File: src/rtl/mem_port_arbiter.sv
// mem_port_arbiter
//   Shares one downstream SRAM-like port between the instruction-fetch and
//   data requesters. Requests are arbitrated combinationally. A grant is held
//   while the address handshake stalls. The owner of every accepted
//   transaction is queued in order so that responses are routed back to the
//   requester that issued them.
// Ports
//   clk, resetn            clock, asynchronous active-low reset
//   inst_*                 fetch request (read-only, word size) and response
//   data_*                 load/store request and response
//   m_*                    downstream request, handshake and response
//   busy                   transactions outstanding
//   err                    sticky protocol error (locked requester dropped
//                          its request, or a response arrived with nothing
//                          outstanding)
module mem_port_arbiter #(
  parameter int unsigned DEPTH        = 4,
  parameter int unsigned STARVE_LIMIT = 8
) (
  input  logic        clk,
  input  logic        resetn,
  input  logic        inst_req,
  input  logic        inst_cache,
  input  logic [31:0] inst_addr,
  output logic        inst_addr_ok,
  output logic [31:0] inst_rdata,
  output logic        inst_data_ok,
  input  logic        data_req,
  input  logic        data_cache,
  input  logic        data_wr,
  input  logic [3:0]  data_wstrb,
  input  logic [31:0] data_addr,
  input  logic [2:0]  data_size,
  input  logic [31:0] data_wdata,
  output logic        data_addr_ok,
  output logic [31:0] data_rdata,
  output logic        data_data_ok,
  output logic        m_req,
  output logic        m_cache,
  output logic        m_wr,
  output logic [3:0]  m_wstrb,
  output logic [31:0] m_addr,
  output logic [2:0]  m_size,
  output logic [31:0] m_wdata,
  input  logic        m_addr_ok,
  input  logic [31:0] m_rdata,
  input  logic        m_data_ok,
  output logic        busy,
  output logic        err
);

  localparam int unsigned AW = $clog2(DEPTH);
  localparam int unsigned SW = $clog2(STARVE_LIMIT + 1);
  localparam logic [AW:0]   DEPTH_C = (AW + 1)'(DEPTH);
  localparam logic [SW-1:0] LIMIT_C = SW'(STARVE_LIMIT);

  typedef enum logic [1:0] {
    UNLOCKED    = 2'd0,
    LOCKED_INST = 2'd1,
    LOCKED_DATA = 2'd2
  } lock_e;

  lock_e            lock_q, lock_d;
  logic [DEPTH-1:0] owner_q;            // 0 = inst, 1 = data
  logic [AW-1:0]    rd_ptr_q, rd_ptr_d;
  logic [AW-1:0]    wr_ptr_q, wr_ptr_d;
  logic [AW:0]      count_q, count_d;
  logic [SW-1:0]    starve_q, starve_d;
  logic             err_q, err_d;

  logic gnt_data, gnt_req, full, accept, pop, head, lock_drop;

  // Grant: locked owner, then a starved fetch, then data, then fetch.
  always_comb begin
    gnt_data = 1'b0;
    unique case (lock_q)
      LOCKED_INST: gnt_data = 1'b0;
      LOCKED_DATA: gnt_data = 1'b1;
      default: begin
        if (inst_req && (starve_q == LIMIT_C)) gnt_data = 1'b0;
        else                                   gnt_data = data_req;
      end
    endcase
  end

  assign gnt_req = gnt_data ? data_req : inst_req;
  assign full    = (count_q == DEPTH_C);
  assign accept  = m_req && m_addr_ok;
  assign pop     = m_data_ok && (count_q != '0);
  assign head    = owner_q[rd_ptr_q];
  assign busy    = (count_q != '0);
  assign err     = err_q;

  // Lock state register
  always_ff @(posedge clk or negedge resetn) begin
    if (!resetn) lock_q <= UNLOCKED;
    else         lock_q <= lock_d;
  end

  // Lock next-state: hold grant across a stalled handshake
  always_comb begin
    lock_d    = lock_q;
    lock_drop = 1'b0;
    unique case (lock_q)
      UNLOCKED: begin
        if (m_req && !m_addr_ok) lock_d = gnt_data ? LOCKED_DATA : LOCKED_INST;
      end
      LOCKED_INST: begin
        if (accept) lock_d = UNLOCKED;
        else if (!inst_req) begin
          lock_d    = UNLOCKED;
          lock_drop = 1'b1;
        end
      end
      LOCKED_DATA: begin
        if (accept) lock_d = UNLOCKED;
        else if (!data_req) begin
          lock_d    = UNLOCKED;
          lock_drop = 1'b1;
        end
      end
      default: lock_d = UNLOCKED;
    endcase
  end

  // Outputs: payload mux, handshakes and response steering
  always_comb begin
    m_req        = gnt_req && !full;
    m_cache      = gnt_data ? data_cache : inst_cache;
    m_addr       = gnt_data ? data_addr  : inst_addr;
    m_wr         = gnt_data ? data_wr    : 1'b0;
    m_wstrb      = gnt_data ? data_wstrb : 4'b0000;
    m_size       = gnt_data ? data_size  : 3'd2;
    m_wdata      = gnt_data ? data_wdata : '0;
    inst_addr_ok = accept && !gnt_data;
    data_addr_ok = accept &&  gnt_data;
    inst_data_ok = pop && !head;
    data_data_ok = pop &&  head;
    inst_rdata   = m_rdata;
    data_rdata   = m_rdata;
  end

  // Owner FIFO, starvation counter and error flag next-state
  always_comb begin
    rd_ptr_d = rd_ptr_q;
    wr_ptr_d = wr_ptr_q;
    count_d  = count_q;
    if (pop)    rd_ptr_d = rd_ptr_q + AW'(1);
    if (accept) wr_ptr_d = wr_ptr_q + AW'(1);
    unique case ({accept, pop})
      2'b10:   count_d = count_q + (AW + 1)'(1);
      2'b01:   count_d = count_q - (AW + 1)'(1);
      default: count_d = count_q;
    endcase

    starve_d = '0;
    if (inst_req && !(accept && !gnt_data))
      starve_d = (starve_q == LIMIT_C) ? starve_q : starve_q + SW'(1);

    err_d = err_q || lock_drop || (m_data_ok && (count_q == '0));
  end

  always_ff @(posedge clk or negedge resetn) begin
    if (!resetn) begin
      owner_q  <= '0;
      rd_ptr_q <= '0;
      wr_ptr_q <= '0;
      count_q  <= '0;
      starve_q <= '0;
      err_q    <= 1'b0;
    end else begin
      if (accept) owner_q[wr_ptr_q] <= gnt_data;
      rd_ptr_q <= rd_ptr_d;
      wr_ptr_q <= wr_ptr_d;
      count_q  <= count_d;
      starve_q <= starve_d;
      err_q    <= err_d;
    end
  end

endmodule

File: config.mk
export PLATFORM = sky130hd
export DESIGN_NAME = mem_port_arbiter
export DESIGN_NICKNAME = d
export VERILOG_FILES = /design/src/rtl/mem_port_arbiter.sv
export SDC_FILE = /design/constraint.sdc
export NUM_CORES = 1
export LEC_CHECK = 0
export ABC_CLOCK_PERIOD_IN_PS = 5600
export BUFFER_PORTS_ARGS = -buffer_cell sky130_fd_sc_hd__buf_2
export CORE_AREA = 8 8 104 106
export DETAILED_ROUTE_END_ITERATION = 12
export DIE_AREA = 0 0 112 114
export SLEW_MARGIN = 20
export SYNTH_ARGS = -nofsm -noshare
export SYNTH_HDL_FRONTEND = slang
export SYNTH_SLANG_ARGS = --single-unit
export TNS_END_PERCENT = 1
File: constraint.sdc
create_clock -name clk -period 5.6 [get_ports clk]
set_input_delay 0.84 -clock clk [delete_from_list [all_inputs] [get_ports clk]]
set_output_delay 0.84 -clock clk [all_outputs]
set_load 0.03 [all_outputs]
# Yosys cells after proc, flatten, opt, wreduce, memory -nomap -nowiden
# Cells that the tools add are included.
# W data, S select, Z words.
dict set report classes {
  mux 29
  reduce_logical 24
  add_sub_neg 5
  magnitude_cmp 3
  eq_ne 10
}
# op n
set op_table {}
lappend op_table {{$mux W32} 2}
lappend op_table {{$logic_and A1 B1 Y1} 12}
lappend op_table {{$mux W2} 6}
lappend op_table {{$mux W4} 3}
lappend op_table {{$mux W1} 10}
lappend op_table {{$lt A2 B3 Y1 const B} 2}
lappend op_table {{$ne A3 B3 Y1 const B} 2}
lappend op_table {{$pmux W2 S3} 1}
lappend op_table {{$pmux W3 S2} 1}
lappend op_table {{$logic_not A1 Y1} 5}
lappend op_table {{$add A2 B1 Y2 const B} 2}
lappend op_table {{$add A4 B1 Y4 const B} 1}
lappend op_table {{$bwmux W4} 1}
lappend op_table {{$eq A2 B1 Y1 const B} 2}
lappend op_table {{$eq A2 B2 Y1 const B} 2}
lappend op_table {{$eq A4 B4 Y1 const B} 1}
lappend op_table {{$ne A2 B2 Y1 const B} 2}
lappend op_table {{$pmux W1 S2} 2}
lappend op_table {{$add A3 B1 Y3 const B} 1}
lappend op_table {{$eq A3 B3 Y1 const B} 1}
lappend op_table {{$logic_not A3 Y1} 1}
lappend op_table {{$mux W3} 1}
lappend op_table {{$reduce_and A3 Y1} 1}
lappend op_table {{$reduce_bool A3 Y1} 1}
lappend op_table {{other kinds (7)} 8}
dict set report word_totals {
  out_inout_bits 144
  word_cells 78
  in_bits 144
  regBits 18
}

# Depth between registers and ports, before layout
dict set report logic_depth {
  depth_word 11
  ltp_mapped 11
  depth_no_buf 11
}

# Least setup slack after synthesis
# OpenSTA, ideal clock, no wires.
dict set report synth_timing {
  path_type {input port to output port}
  startpoint {input data_req}
  endpoint {output m_addr[27]}
  setup_slack_ps 2803
  n_path_buf 2
  stages 5
  arrival_ps 1957
  required_time_ps 4760
  path_cell_list {mux2_4 -> nand2_1 -> buf_4 -> buf_6 -> mux2_1}
}
dict set report synth_via {
  elab_chain_len 3
}
# element line
set synth_lines {}
lappend synth_lines {{start, declared} 28} ;# input logic data_req,
lappend synth_lines {{$mux W1} 80} ;# if (inst_req && (starve_q == LIMIT_C)) gnt_data = 1'b0;
lappend synth_lines {{$pmux W1 S2} 76} ;# unique case (lock_q)
lappend synth_lines {{$mux W32} 130} ;# m_addr = gnt_data ? data_addr : inst_addr;
lappend synth_lines {{end, declared} 42} ;# output logic [31:0] m_addr,
# No other way between the ends.

# Worst setup path after layout
dict set report layout_timing {
  startpoint {register lock_q[0]}
  endpoint {output m_addr[22]}
}
dict set report layout_via {
  elab_chain_len 3
  elab_cells_between_ends 4
  cone_classes {eq/ne (2); mux (2)}
}
# element line
set layout_lines {}
lappend layout_lines {{start, declared} 63} ;# lock_e lock_q, lock_d;
lappend layout_lines {{start signal, assigned} 97} ;# else lock_q <= lock_d;
lappend layout_lines {{$eq A2 B2 Y1 / $eq A2 B1 Y1 (equally long branches)} 76}
lappend layout_lines {{$pmux W1 S2 (*)} 76}
lappend layout_lines {{$mux W32 (*)} 130}
# Mark *: on every way between the ends. The rest lies on a longest branch, timed or not.

==> results.md <==
Power and ir drop:
- For this design the static power due to leakage is 1.56 nW.
- The maximum ir drop on the vdd rail is 0.316 mV.
- The total power draw is 0.00142 W.
- In this run the power density over the cells is 501 nW/um^2.

CTS:
- The source-to-sink clock delay at the later pin of the worst-skew pair is 0.25 ns.
- The level count of the clock H-tree is 1.
- The TritonCTS clock tree is built.
- Counting along the longest clock path gives a buffer depth of 2.
- The number of hold buffers added after CTS is 0.
- Once the clock tree was built, the setup fixing pass inserted 0 buffers.
- The clock-pin transition on the worst setup and hold timing paths is 0.07 ns.
- The clock buffer count from CTS is 3.
- After clock tree synthesis, the repair step resized 0 gates.
- The cell sitting at the root of the clock tree is a sky130_fd_sc_hd__clkbuf_8.
- CTS saw 18 sinks.

Synth:
- The number of instances in the synthesized netlist is 250.
- The post-synthesis sequential element count is 18.
- The cell type with the highest aggregate area in the netlist is sky130_fd_sc_hd__buf_4.
- The synthesized area per cell is 8.84 um^2.
- The synthesized netlist occupies a cell area of 2210 um^2.
- The share of flip-flops with an asynchronous set or reset is 1.00.
- Among all cell types in the netlist, the one instantiated most often is sky130_fd_sc_hd__buf_4.
- Yosys mapped the design onto 40 distinct sky130hd cell types.
- The count of flip-flops with a built-in enable after synthesis is 0.
- By count the netlist is led by 65 x sky130_fd_sc_hd__buf_4, 40 x sky130_fd_sc_hd__and2_1, 29 x sky130_fd_sc_hd__mux2_2, 18 x sky130_fd_sc_hd__dfrtp_1, 15 x sky130_fd_sc_hd__inv_1.
- The share of synthesized area in the top cell type comes to 0.221.
- Ranked by total cell area, the synthesized netlist is headed by sky130_fd_sc_hd__buf_4 22%, sky130_fd_sc_hd__dfrtp_1 20%, sky130_fd_sc_hd__mux2_2 15%.
- The register area share after synthesis is 0.204.
- Counting every net in the synthesized netlist gives 405.
- In the synthesized netlist the dominant register cell turns out to be sky130_fd_sc_hd__dfrtp_1.
- For this run, the number of Yosys warnings is 0.

Timing:
- The final-report max-slew violation count is 0.
- The final setup violation count is 0.
- The total negative setup slack is 0 ns.
- The routed design could run at a clock period as short as 3.59 ns.
- Setup repair after global routing left no endpoint under its margin.
- The transition time of the tightest slew-check pin is 0.934 ns.
- The final clock skew is 0.00224 ns.
- For this run, the top clock speed supported by timing is 279 MHz.
- The hold violation total from the final report is 0.
- The final-layout worst hold slack is 0.481 ns.
- In the finished design, the share of the clock period the worst path needs comes to 0.641.
- Measured against its own limit, the worst slew margin works out to 0.375.

Global routing:
- The first global-routing pass estimated 11300 um of wire.
- The number of global-route vias before repair is 2122.
- The initial antenna violation count came to 0.
- The largest net degree at the start of global routing is 44.
- The all-layer global routing usage is 0.103.
- The total global routing overflow is 0.

Route:
- The final layout contains routed wiring with a total length of 7300 um.
- After detailed routing, the average wire length per cell comes to 15.1 um.
- In the routed design, unresolved DRC markers number 0.
- The pre-antenna-repair detailed-routing pass consisted of 6 iterations.
- The via count is 1982.
- The number of antenna-violating nets in the routed design is 0.
- The via density per instance is 4.11.
- The detailed router finished its first iteration with 75 violations.

Critical path:
- The endpoint of the worst register-to-register path is count_q[2].
- The type of the worst setup path is reg2out.
- The critical path arrival is 2.75 ns.
- The capturing element type of the critical path is a primary output.
- In this run the worst path has a maximum fanout of 39.
- The type of origin of the critical path is a flip-flop.
- For the worst flop-to-flop path, the logic depth is 11.
- Data on the critical path is required at its endpoint by 4.76 ns.
- Across all register-to-register paths, the minimum setup slack is 2.76 ns.
- The critical register-to-register path startpoint is lock_q[0].

Final layout:
- The number of nets in the finished design is 527.
- In the final layout, flip-flops and latches occupy 450 um^2.
- 0 antenna diodes ended up in the layout.
- In the final layout, the share of cells above drive strength 1 is 0.620.
- The combined area of the multi-input logic cells is 1180 um^2.
- Summing all non-filler instances in the final layout gives an area of 2840 um^2.
- Counting the fill cells in the layout gives 973.
- Relative to the synthesized area, the layout overhead comes to 28.3%.

Floorplanning:
- The die is 112 um wide.
- The initial utilization of the core area, before any placement, comes to 0.243.
- The die height is 114 um.
- The cell row count is 35.
- The region available for standard cell placement spans 9110 um^2.
- The number of I/O pins is 288.
- The die covers 12800 um^2.

Hold path:
- In this run the worst hold path is classified as reg2reg.
- The worst min-delay path startpoint is err.
- Along the worst hold path, the cell count comes to 2.
- The path with the worst hold slack has its endpoint at err.

Job:
- The max-cap check violation count is 0.

Placed design:
- During placement, the flow inserted port buffers numbering 191.
- Summing all placed instances gives a cell area of 2770 um^2.
- The final HPWL from detailed placement is 6270 um.
- Routability-driven placement finished with a final weighted congestion of 0.792.

Outcome:
- The run finished with clean final reports.
==> how the worst max path moves through the flow <==
stage / start / end / slack [ns]
after floorplan: data_req / m_addr[27] / 2.80
after global placement: inst_req / m_addr[15] / 2.12
after detailed placement: inst_req / m_addr[22] / 2.07
after CTS: lock_q[0] / m_wdata[15] / 2.02
after global routing: lock_q[0] / m_addr[15] / 1.78
final: lock_q[0] / m_addr[22] / 2.01
==> logic make-up (layout without fill, tap and decap cells) <==
kind of cell,after synthesis,after routing,synth area share
compound gates,22,22,0.0690
xor+xnor,9,9,0.0357
fa+ha+maj,11,11,0.0656
buf+inv,90,211,0.269
flops,18,18,0.204
mux,36,36,0.190
simple gates,64,64,0.168
==> critical path: stages, from the launching register on <==
cell                       delay [ns]
sky130_fd_sc_hd__dfrtp_1         0.35
sky130_fd_sc_hd__inv_1           0.07
sky130_fd_sc_hd__ha_1            0.36
sky130_fd_sc_hd__a21boi_1        0.30
sky130_fd_sc_hd__nand2_1         0.11
sky130_fd_sc_hd__nand2_2         0.68
sky130_fd_sc_hd__mux2_2          0.43
sky130_fd_sc_hd__buf_2           0.18
==> flip-flops by register name (all words and copies together), names as in the netlist <==
register,flops
count_q,3
err,1
lock_q,2
owner_q,4
rd_ptr_q,2
starve_q,4
wr_ptr_q,2
==> per-layer routing <==
metal,vias to the layer above,global-route usage,wire [um]
li1,996,-,-
met1,889,0.116,2940
met2,77,0.191,3810
met3,20,0.0264,483
met4,0,0.0198,69
met5,-,0,0
==> power by group <==
group          internal [W]  switching, W
registers          0.000184     0.0000395
clock network     0.0000623     0.0000407
logic              0.000396      0.000698
==> through the flow <==
step | worst slack (ns) | utilization | instances
2_1_floorplan | 2.80 | - | 250
3_3_place_gp | 2.12 | 0.305 | 478
3_5_place_dp | 2.07 | 0.305 | 478
4_1_cts | 2.02 | 0.311 | 482
5_1_grt | 1.78 | 0.311 | 482
6_report | 2.01 | 0.311 | 482
==> cell usage in the layout, fill, tap and decap left out, drive strengths merged, types with 3 or more instances in the layout <==
master	Yosys	final
a21oi	5	5
a31oi	4	4
and2	40	40
buf	69	191
clkbuf	5	4
dfrtp	18	18
ha	10	10
inv	16	16
mux2	34	34
nand2	7	7
nor2	7	7
o21ai	3	3
o22ai	3	3
xnor2	6	6
xor2	3	3
==> area by class of cell <==
| class | instances | area share |
|---|---|---|
| tap | 111 | 0.0490 |
| clock buffer | 4 | 0.0194 |
| sequential | 18 | 0.159 |
| timing repair buffer | 191 | 0.337 |
| multi-input combinational | 142 | 0.415 |
| inverter | 16 | 0.0212 |
No activity file was read; power rests on OpenSTA's default activity.
